**config.mk**
```make
export PLATFORM = sky130hd
export DESIGN_NAME = im_loader
export DESIGN_NICKNAME = d
export VERILOG_FILES = /design/src/rtl/im_pkg.sv /design/src/rtl/im_word_packer.sv /design/src/rtl/im_loader.sv
export SDC_FILE = /design/constraint.sdc
export NUM_CORES = 1
export LEC_CHECK = 0
export ABC_AREA = 1
export CORE_MARGIN = 2
export CORE_UTILIZATION = 55
export DETAILED_ROUTE_END_ITERATION = 8
export PLACE_DENSITY = 0.84
export SLEW_MARGIN = 20
export SYNTH_ARGS = -nofsm -noshare
export SYNTH_HDL_FRONTEND = slang
export SYNTH_SLANG_ARGS = --single-unit
export TNS_END_PERCENT = 20
```
**constraint.sdc**
```tcl
create_clock -name clk -period 3.4 [get_ports clk]
set_clock_uncertainty 0.1 [all_clocks]
set_input_delay 0.34 -clock clk [delete_from_list [all_inputs] [get_ports clk]]
set_output_delay 0.34 -clock clk [all_outputs]
set_load 0.02 [all_outputs]
```
**src/rtl/im_pkg.sv**
```systemverilog
// rtl/im_pkg.sv - shared instruction-memory constants and loader state encoding
package im_pkg;

  localparam int IM_MEM_SIZE = 128;
  localparam int IM_WORDS    = IM_MEM_SIZE / 4;

  typedef enum logic [2:0] {
    IDLE,
    LEN,
    DATA,
    WRITE,
    CSUM,
    DONE
  } loader_state_t;

endpackage

```
**src/rtl/im_word_packer.sv**
```systemverilog
// rtl/im_word_packer.sv - big-endian 4-byte packing register with byte counter
module im_word_packer (
  input  logic        clk,
  input  logic        rst_n,
  input  logic        clear,
  input  logic        shift,
  input  logic [7:0]  byte_in,
  output logic [31:0] word,
  output logic [1:0]  byte_cnt,
  output logic        complete
);

  // The byte being shifted now is the fourth of its word.
  assign complete = shift && (byte_cnt == 2'd3);

  // Shift each accepted byte in at the bottom so the first byte ends up in [31:24].
  always_ff @(posedge clk) begin
    if (!rst_n || clear) begin
      word     <= '0;
      byte_cnt <= '0;
    end else if (shift) begin
      word     <= {word[23:0], byte_in};
      byte_cnt <= byte_cnt + 2'd1;
    end
  end

endmodule

```
**src/rtl/im_loader.sv**
```systemverilog
// rtl/im_loader.sv - framed byte-stream loader writing big-endian words into IM
module im_loader
  import im_pkg::*;
#(
  parameter int MEM_SIZE = IM_MEM_SIZE,
  parameter int ADDR_W   = 7
) (
  input  logic              clk,
  input  logic              rst_n,
  input  logic              start,
  input  logic              in_valid,
  input  logic [7:0]        in_data,
  output logic              in_ready,
  output logic              mem_we,
  output logic [ADDR_W-1:0] mem_addr,
  output logic [31:0]       mem_wdata,
  output logic              busy,
  output logic              done,
  output logic              err,
  output logic              cpu_hold
);

  localparam int         WIDX_W = ADDR_W - 2;
  localparam logic [7:0] MAX_L  = 8'(MEM_SIZE / 4);

  loader_state_t     state, state_n;
  logic [WIDX_W-1:0] word_idx, word_idx_n;
  logic [WIDX_W-1:0] len_m1, len_m1_n;
  logic [7:0]        acc, acc_n;
  logic              err_n, busy_n, done_n, hold_n, mem_we_n;
  logic [ADDR_W-1:0] mem_addr_n;
  logic [31:0]       mem_wdata_n;

  logic              xfer;
  logic              pk_clear, pk_shift, pk_complete;
  logic [31:0]       pk_word;
  logic [1:0]        pk_cnt;

  // Ready depends on the registered state only, so it never combinationally follows in_valid.
  assign in_ready = (state == LEN) || (state == DATA) || (state == CSUM);
  assign xfer     = in_valid && in_ready;
  assign pk_shift = xfer && (state == DATA);

  im_word_packer u_packer (
    .clk      (clk),
    .rst_n    (rst_n),
    .clear    (pk_clear),
    .shift    (pk_shift),
    .byte_in  (in_data),
    .word     (pk_word),
    .byte_cnt (pk_cnt),
    .complete (pk_complete)
  );

  // Next-state and next-output decode; every registered output is computed here.
  always_comb begin
    state_n     = state;
    word_idx_n  = word_idx;
    len_m1_n    = len_m1;
    acc_n       = acc;
    err_n       = err;
    mem_we_n    = 1'b0;
    mem_addr_n  = mem_addr;
    mem_wdata_n = mem_wdata;
    pk_clear    = 1'b0;

    case (state)
      IDLE, DONE: begin
        if (start) begin
          state_n    = LEN;
          err_n      = 1'b0;
          word_idx_n = '0;
          acc_n      = '0;
          pk_clear   = 1'b1;
        end
      end
      LEN: begin
        if (xfer) begin
          acc_n = in_data;
          if (in_data == 8'd0 || in_data > MAX_L) begin
            err_n   = 1'b1;
            state_n = DONE;
          end else begin
            len_m1_n = WIDX_W'(in_data - 8'd1);
            state_n  = DATA;
          end
        end
      end
      DATA: begin
        if (xfer) begin
          acc_n = acc ^ in_data;
          if (pk_complete) begin
            state_n     = WRITE;
            mem_we_n    = 1'b1;
            mem_addr_n  = {word_idx, 2'b00};
            mem_wdata_n = {pk_word[23:0], in_data};
          end
        end
      end
      WRITE: begin
        word_idx_n = word_idx + WIDX_W'(1);
        state_n    = (word_idx == len_m1) ? CSUM : DATA;
      end
      CSUM: begin
        if (xfer) begin
          err_n   = (in_data != acc);
          state_n = DONE;
        end
      end
      default: state_n = IDLE;
    endcase

    busy_n = (state_n == LEN) || (state_n == DATA) || (state_n == WRITE) || (state_n == CSUM);
    done_n = (state_n == DONE);
    hold_n = !((state_n == DONE) && !err_n);
  end

  // State and output registers.
  always_ff @(posedge clk) begin
    if (!rst_n) begin
      state     <= IDLE;
      word_idx  <= '0;
      len_m1    <= '0;
      acc       <= '0;
      err       <= 1'b0;
      busy      <= 1'b0;
      done      <= 1'b0;
      cpu_hold  <= 1'b1;
      mem_we    <= 1'b0;
      mem_addr  <= '0;
      mem_wdata <= '0;
    end else begin
      state     <= state_n;
      word_idx  <= word_idx_n;
      len_m1    <= len_m1_n;
      acc       <= acc_n;
      err       <= err_n;
      busy      <= busy_n;
      done      <= done_n;
      cpu_hold  <= hold_n;
      mem_we    <= mem_we_n;
      mem_addr  <= mem_addr_n;
      mem_wdata <= mem_wdata_n;
    end
  end

endmodule
```
==> results of run 1 <==
==> layout make-up <==
type / instances / area [µm²]
fill: 567 / 2200
sequential: 89 / 1780
multi-input combinational: 345 / 1750
timing repair buffer: 56 / 556
inverter: 45 / 169
clock buffer: 11 / 141
tap: 80 / 100
clock inverter: 5 / 63.8
==> logic make-up (layout without fill, tap and decap cells) <==
family,after synthesis,count (layout)
other cells,1,2
xor+xnor,12,12
compound gates,103,103
flops,89,89
simple gates,225,225
buf+inv,67,117
fa+ha+maj,3,3
==> metrics by stage <==
stage,power [W],instance area (µm²),hold WS (ns)
2_1_floorplan,0.00128,3820,0.331
3_3_place_gp,0.00134,4350,0.348
3_5_place_dp,0.00134,4350,0.350
4_1_cts,0.00206,4560,0.363
5_1_grt,0.00214,4560,0.391
6_report,0.00206,4560,0.363
==> layout by cell type, fill, tap and decap left out, types with 6 or more instances in the layout <==
cell type	netlist	routed
dfxtp_1	89	89
nand2_1	146	146
a21oi_1	59	59
xor2_1	6	6
clkbuf_8	0	10
o21ai_1	17	17
inv_2	8	8
xnor2_1	6	6
inv_1	36	36
o21ai_0	21	21
nand3_1	40	40
nand2_2	6	6
nor2_1	12	12
clkdlybuf4s50_1	0	54
==> power groups by stage <==
stage	registers, W	logic [W]	clock network [W]
2_1_floorplan	0.00111	0.000169	0
3_3_place_gp	0.00111	0.000228	0
3_5_place_dp	0.00111	0.000232	0
4_1_cts	0.00109	0.000232	0.000747
5_1_grt	0.00109	0.000259	0.000793
6_report	0.00109	0.000234	0.000741
==> worst max path at each step <==
stage	cells after the start	slack, ns	startpoint	to
final	10	1.02	state[1]	cpu_hold
after global routing	10	0.85	state[1]	cpu_hold
after CTS	10	1.03	state[1]	cpu_hold
after detailed placement	11	0.85	in_valid	cpu_hold
after global placement	11	0.87	in_valid	cpu_hold
after floorplan	11	1.72	in_data[0]	busy
==> cell usage after synthesis <==
library cell,number,area (µm²)
a21oi_1,59,295
a21oi_4,1,16.3
a31oi_1,1,6.26
buf_1,3,11.3
buf_2,7,35.0
buf_4,3,22.5
buf_6,3,33.8
clkbuf_1,6,22.5
clkinv_1,1,3.75
conb_1,1,3.75
dfxtp_1,89,1780
ha_1,3,37.5
inv_1,36,135
inv_2,8,30.0
nand2_1,146,548
nand2_2,6,37.5
nand2_4,3,33.8
nand3_1,40,200
nand3_2,2,20.0
nand3_4,2,35.0
nand4_1,2,12.5
nor2_1,12,45.0
nor2_2,1,6.26
nor2_4,2,22.5
nor2_8,3,60.1
nor3_1,3,15.0
nor3_4,1,16.3
o21ai_0,21,105
o21ai_1,17,85.1
o22ai_1,4,25.0
or2_2,2,12.5
xnor2_1,6,52.6
xor2_1,6,52.6
==> flip-flops by register name (all words and copies together) (netlist names) <==
register,count
mem_addr,5
cpu_hold,1
mem_wdata,32
busy,1
mem_we,1
len_m1,5
state,3
u_packer.word,24
u_packer.byte_cnt,2
acc,8
word_idx,5
done,1
err,1
==> per-layer routing <==
layer / up-vias / part of all wire [%] / global-route usage (%) / wire (µm)
li1: 1708 / - / - / -
met1: 1541 / 46 / 33.1 / 3930
met2: 110 / 47 / 36.7 / 3980
met3: 19 / 5.1 / 3.89 / 437
met4: 0 / 2.3 / 10.1 / 195
met5: - / 0 / 0 / 0
==> critical path: stages, from the launching register on <==
cell and delay [ns]:
dfxtp_1 0.59, nand2_4 0.20, nor2_8 0.34, nand2_2 0.28, buf_4 0.31, nand2_1 0.11, inv_2 0.05, nand2_2 0.06
nand2_1 0.06, nor2_2 0.10, nand2_2 0.05
==> impl_metrics.env, run 1 <==
export IMPL_r2r_end="cpu_hold"
export IMPL_post_cts_setup_buffers=0
export IMPL_cts_resized=0
export IMPL_cts_inserted_buffers=9
export IMPL_slew_limit_headroom_pct=44.0
export IMPL_cts_root_buf="clkbuf_8"
export IMPL_synthSimpleGateAreaFrac_pct=27.9
export IMPL_crit_reg2reg_launch="state[1]"
export IMPL_synthMuxAreaShare_pct=0
export IMPL_finalWorstSetupSlack_ns=1.02
export IMPL_wl_mm=8.55
export IMPL_cts_htree_levels=3
export IMPL_synth_compound_area_share_pct=14.0
export IMPL_clk_pin_slew_ns=0.09
export IMPL_clock_path_buffers=2
export IMPL_fp_dieH_um=87.3
export IMPL_clock_latency_ns=0.35
export IMPL_rsz0062_at_grt="no"
export IMPL_critPathLaunchType="flop"
export IMPL_worstHoldPathCells=2
export IMPL_drv_slew=0
export IMPL_ys_seq_area_share_pct=46.6
export IMPL_crit_fanout=27
export IMPL_tightest_slew_ns=0.838
export IMPL_post_route_util_pct=67.5
export IMPL_layout_nets=561
export IMPL_vias_per_cell=5.35
export IMPL_synth_fa_ha_area_share_pct=0.983
export IMPL_setup_tns_ns=0
export IMPL_r2r_cells=10
export IMPL_synth_xor_area_share_pct=2.75
export IMPL_min_to="acc[5]"
export IMPL_period_share_pct=69.9
export IMPL_start_util_pct=56.5
export IMPL_cts_tree="yes"
export IMPL_num_vias=3378
export IMPL_ys_ff_latch=89
export IMPL_hold_class="reg -> reg"
export IMPL_grt_max_degree=47
export IMPL_netSwitchingFraction_pct=26.6
export IMPL_worstHoldStart="acc[5]"
export IMPL_cts_hold_buf=0
export IMPL_synthesis_area_um2=3820
export IMPL_drc=0
export IMPL_drt_iter0_drc=226
export IMPL_io_pins=57
export IMPL_die_x_um=87.3
export IMPL_clkSinkCount=89
export IMPL_yosys_warnings=0
export IMPL_synth_top_family_by_area="simple AND/OR/NAND/NOR gates"
export IMPL_crit_path_end_kind="flop"
export IMPL_antenna_found_initial=0
export IMPL_gp_congestion=0.932
export IMPL_p_leak_nw=1.83
export IMPL_internal_power_w=0.00151
export IMPL_max_cap_violations=0
export IMPL_grt_usage_pct=23.8
export IMPL_arrival_ns=2.52
export IMPL_power_density_nw_per_um2=452
export IMPL_dp_hpwl_mm=6.00
export IMPL_p_sw_w=0.000547
export IMPL_area_growth_pct=19.4
export IMPL_status="finished, final reports clean"
export IMPL_grt_pass1_wl_mm=14.3
export IMPL_clockPowerShare_pct=36.0
export IMPL_avgSynthCellArea_um2=7.64
export IMPL_dp_worst_setup_slack_ns=0.848
export IMPL_rows=30
export IMPL_drive_above_1_share_pct=8.71
export IMPL_drtAntennaViolNets=0
export IMPL_finalHoldViolCount=0
export IMPL_dp_cells=615
export IMPL_grt_pass1_vias=3103
export IMPL_peakVddDrop_mv=0.247
export IMPL_io_buffer_count=54
export IMPL_pwr_share_seq_pct=52.7
export IMPL_r2r_slack_ns=1.02
export IMPL_fin_crit_ns=2.38
export IMPL_yosysUniqueCellTypes=33
export IMPL_max_freq_ghz=0.421
export IMPL_worstPathRequired_ns=3.54
export IMPL_setup_viol=0
export IMPL_syn_inst=500
export IMPL_wl_per_cell_um=13.5
export IMPL_antenna_cells=0
export IMPL_p_comb_share_pct=11.3
export IMPL_final_instance_count_excl_fill=631
export IMPL_crit_type="reg -> reg"
export IMPL_dr_pass1_iters=4
export IMPL_grt_ovfl_total=0
export IMPL_die_area_um2=7630
export IMPL_core_area_um2=6760
Power figures use the tool's default switching activity.
==> run 2, diff against run 1 <==
Settings changed: CORE_UTILIZATION 55 to 48, PLACE_DENSITY 0.84 to 0.78.
Clock period 3.4 ns to 2.1 ns, I/O delays scaled along.
==> impl_metrics.env, run 2 (synthesis gave the netlist of run 1 again) <==
export IMPL_p_sw_w=0.000917
export IMPL_drive_above_1_share_pct=12.1
export IMPL_num_vias=3435
export IMPL_arrival_ns=2.08
export IMPL_largest_reg_flops=32
export IMPL_io_pins=57
export IMPL_worstPathRequired_ns=2.28
export IMPL_crit_path_end_kind="flop"
export IMPL_dp_hpwl_mm=6.21
export IMPL_fp_dieH_um=93.2
export IMPL_critPathLaunchType="flop"
export IMPL_die_x_um=93.2
export IMPL_drtAntennaViolNets=0
export IMPL_fin_crit_ns=1.90
export IMPL_grt_pass1_wl_mm=14.9
export IMPL_crit_fanout=16
export IMPL_layout_commonest_cell="nand2_1"
export IMPL_core_area_um2=7730
export IMPL_vias_per_cell=5.11
export IMPL_hold_class="reg -> reg"
export IMPL_grt_pass1_vias=3303
export IMPL_power_w=0.00339
export IMPL_rows=32
export IMPL_clockPowerShare_pct=36.3
export IMPL_clk_pin_slew_ns=0.09
export IMPL_period_share_pct=90.6
export IMPL_grt_usage_pct=21.1
export IMPL_wl_per_cell_um=13.0
export IMPL_dr_pass1_iters=4
export IMPL_cts_root_buf="clkbuf_8"
export IMPL_post_route_util_pct=61.4
export IMPL_grt_max_degree=47
export IMPL_pwr_share_seq_pct=51.7
export IMPL_clkSinkCount=89
export IMPL_wl_mm=8.76
export IMPL_area_growth_pct=24.3
export IMPL_max_cap_violations=0
export IMPL_status="finished, final reports clean"
export IMPL_die_area_um2=8690
export IMPL_peakVddDrop_mv=0.441
export IMPL_clock_path_buffers=2
export IMPL_drc=0
export IMPL_p_leak_nw=1.94
export IMPL_cts_hold_buf=0
export IMPL_r2r_slack_ns=0.20
export IMPL_gp_congestion=0.868
export IMPL_setup_viol=0
export IMPL_io_buffer_count=54
export IMPL_dp_cells=656
export IMPL_layout_nets=580
export IMPL_internal_power_w=0.00248
export IMPL_grt_ovfl_total=0
export IMPL_p_comb_share_pct=11.9
export IMPL_rsz0062_at_grt="no"
export IMPL_start_util_pct=49.4
export IMPL_netSwitchingFraction_pct=27.0
export IMPL_finalHoldViolCount=0
export IMPL_cts_tree="yes"
export IMPL_max_freq_ghz=0.526
export IMPL_reg_largest_list="mem_wdata x32, u_packer.word x24, acc x8"
export IMPL_antenna_found_initial=0
export IMPL_cts_inserted_buffers=9
export IMPL_final_instance_count_excl_fill=672
export IMPL_clock_latency_ns=0.36
export IMPL_antenna_cells=0
export IMPL_crit_type="reg -> reg"
export IMPL_power_density_nw_per_um2=715
export IMPL_final_cell_mix="146 x nand2_1, 88 x dfxtp_1, 59 x a21oi_1"
export IMPL_drt_iter0_drc=182
export IMPL_regMostFlops="mem_wdata"
export IMPL_cts_htree_levels=3
export IMPL_drv_slew=0
-- run 2: cell count changes in the layout (fill, tap and decap cells not counted), sizes merged --
cell | previous run | this run
buf | 2 | 21
inv | 45 | 47
clkbuf | 11 | 10
clkdlybuf4s50 | 54 | 53
clkinv | 3 | 2
dlygate4sd2 | 0 | 1
-- run 2: worst paths after layout --
path / start / to / cells after the start
max: state[2] / mem_addr[4] / 7
min: acc[7] / acc[7] / 2
max reg2reg: state[2] / mem_addr[4] / 7
min reg2reg: acc[7] / acc[7] / 2
-- run 2: what timing repair did --
item	4_1_cts	5_1_grt
endpoints found under the setup margin	1	0
resized for setup	2	0
setup buffers	0	0
-- run 2: power groups by stage --
| stage | registers [W] | logic (W) | clock network [W] |
|---|---|---|---|
| 6_report | 0.00176 | 0.000404 | 0.00123 |
| 2_1_floorplan | 0.00180 | 0.000274 | 0 |
| 3_5_place_dp | 0.00179 | 0.000401 | 0 |
| 5_1_grt | 0.00176 | 0.000446 | 0.00133 |
| 4_1_cts | 0.00176 | 0.000402 | 0.00125 |
| 3_3_place_gp | 0.00179 | 0.000392 | 0 |
-- run 2: cell type report --
type | instances | area (µm²)
inverters | 45 | 169
well taps | 102 | 128
clock inverters | 6 | 72.6
repair buffers | 75 | 709
clock buffers | 10 | 138
flip-flops and latches | 89 | 1780
multi-input cells | 345 | 1750
fillers | 685 | 2980
-- run 2: critical path, stage by stage (launching register included) --
cell and delay [ns]:
dfxtp_1 0.40, nor2_4 0.20, nand2_4 0.16, nor2_8 0.13, nand2_2 0.20, inv_1 0.38
o21ai_0 0.13, a21oi_1 0.13
-- run 2: metal layers --
metal  vias to the layer above  share of wire (%)  global-route usage, %
li1                       1740                  -                      -
met1                      1593                 47                   28.2
met2                        92                 48                   34.5
met3                        10                4.5                   3.95
met4                         0                1.3                   7.35
met5                         -                  0                      0
-- run 2: through the flow --
stage | TNS (ns) | area, µm² | setup slack, ns | hold slack (ns)
3_3_place_gp | -0.00937 | 4540 | -0.00937 | 0.344
3_5_place_dp | -0.100 | 4540 | -0.0475 | 0.349
2_1_floorplan | 0 | 3820 | 0.475 | 0.201
4_1_cts | 0 | 4750 | 0.189 | 0.363
6_report | 0 | 4750 | 0.198 | 0.359
5_1_grt | 0 | 4750 | 0.0219 | 0.374
==> variant: new RTL, settings of run 1 <==
Encoding of `loader_state_t`: now one-hot (6 bits for 6 states).
--- a/src/rtl/im_pkg.sv
+++ b/src/rtl/im_pkg.sv
@@ -4,13 +4,13 @@
   localparam int IM_MEM_SIZE = 128;
   localparam int IM_WORDS    = IM_MEM_SIZE / 4;
 
-  typedef enum logic [2:0] {
-    IDLE,
-    LEN,
-    DATA,
-    WRITE,
-    CSUM,
-    DONE
+  typedef enum logic [5:0] {
+    IDLE  = 6'b000001,
+    LEN   = 6'b000010,
+    DATA  = 6'b000100,
+    WRITE = 6'b001000,
+    CSUM  = 6'b010000,
+    DONE  = 6'b100000
   } loader_state_t;
 
 endpackage
Function: no difference found for any inputs over 10 cycles, from zero or initial values and one cycle with rst_n low; not proved beyond that.
==> variant against run 1 <==
  * Setup slack better by 0.042 ns
  * Die area is 4.2% higher
  * Area after synthesis is 4.4% higher
  * Critical path depth is 6 lower
  * Via count is 4.5% higher
  * Wire length is 0.89% lower
  * Final area is 3.9% higher
  * Cell count is 8.2% higher
  * Total power is 6.7% higher
  * Global-route usage is 0.93 points lower
  * Clock power is 12% higher
  * Utilization is 1.1 points lower
  * Sequential cell count is 3 higher
  * Non-clock buffer count stayed put
==> variant: results (changes against run 1) <==
Hold Startpoint u_packer.word[18]; nonclk inv count 49 (+8.9%); Slowest cell on crit path clkdlybuf4s50_1; Final #Nets 595 (+6.1%); Layout clock area frac 4.89% (+0.38 points); critical path arrival 1.89 ns (-0.63 ns); detailed placer's ending HPWL 5840 microns (-2.6%); commonest cells in the netlist nand2_1 (99), nor2_1 (99), dfxtp_1 (92); Sw Ratio 25.8% (-0.80 points); CP max FO 13 (-52%); synthesized flop and latch total 92 (+3.4%); Synth cell types 29 (-12%); Pre-antenna DRT Iters 5 (+1); PD cells 464 nW/um^2 (+2.6%); CP peak stage delay 0.62 ns (+0.03 ns); WL/cell 12.4 microns (-8.4%); Data buffer area share 11.7% (-0.46 points); maximum VDD drop 0.000252 V (+2.0%); status finished, final reports clean; Critical Path Start state[4]; CLK BUF 10 (-1); placed cells 667 (+8.5%); Synth area leaders dfxtp_1 (46%), nand2_1 (9.3%), nor2_1 (9.3%), a21oi_1 (7.2%), o21ai_0 (5.5%); total track usage 22.9% (-0.93 points); Crit path max-delay family buffers and inverters
variant: worst paths after layout:
kind / slack (ns) / cells after the start / endpoint
setup / recovery: 1.07 / 4 / in_ready
hold / removal: 0.36 / 2 / u_packer.word[18]
setup reg to reg: 1.15 / 7 / mem_wdata[3]
hold reg to reg: 0.36 / 2 / u_packer.word[18]
variant: cell families (layout without fill, tap and decap cells):
logic type / after synthesis / in the layout / share of synthesized area, %
AOI/OAI and AO/OA: 103 / 103 / 13.1
xor gates and xnor gates: 13 / 13 / 2.85
adders and majority gates: 4 / 4 / 1.25
buffers and inverters: 75 / 121 / 8.75
DFF: 92 / 92 / 46.2
other: 1 / 2 / 0.0940
and+or+nand+nor: 249 / 249 / 27.8
variant: layer usage:
| metal | GRT usage, % | vias up | wire length (microns) |
|---|---|---|---|
| li1 | - | 1799 | - |
| met1 | 28.1 | 1621 | 3760 |
| met2 | 39.2 | 95 | 4130 |
| met3 | 4.16 | 16 | 423 |
| met4 | 10.2 | 0 | 155 |
| met5 | 0 | - | 0 |
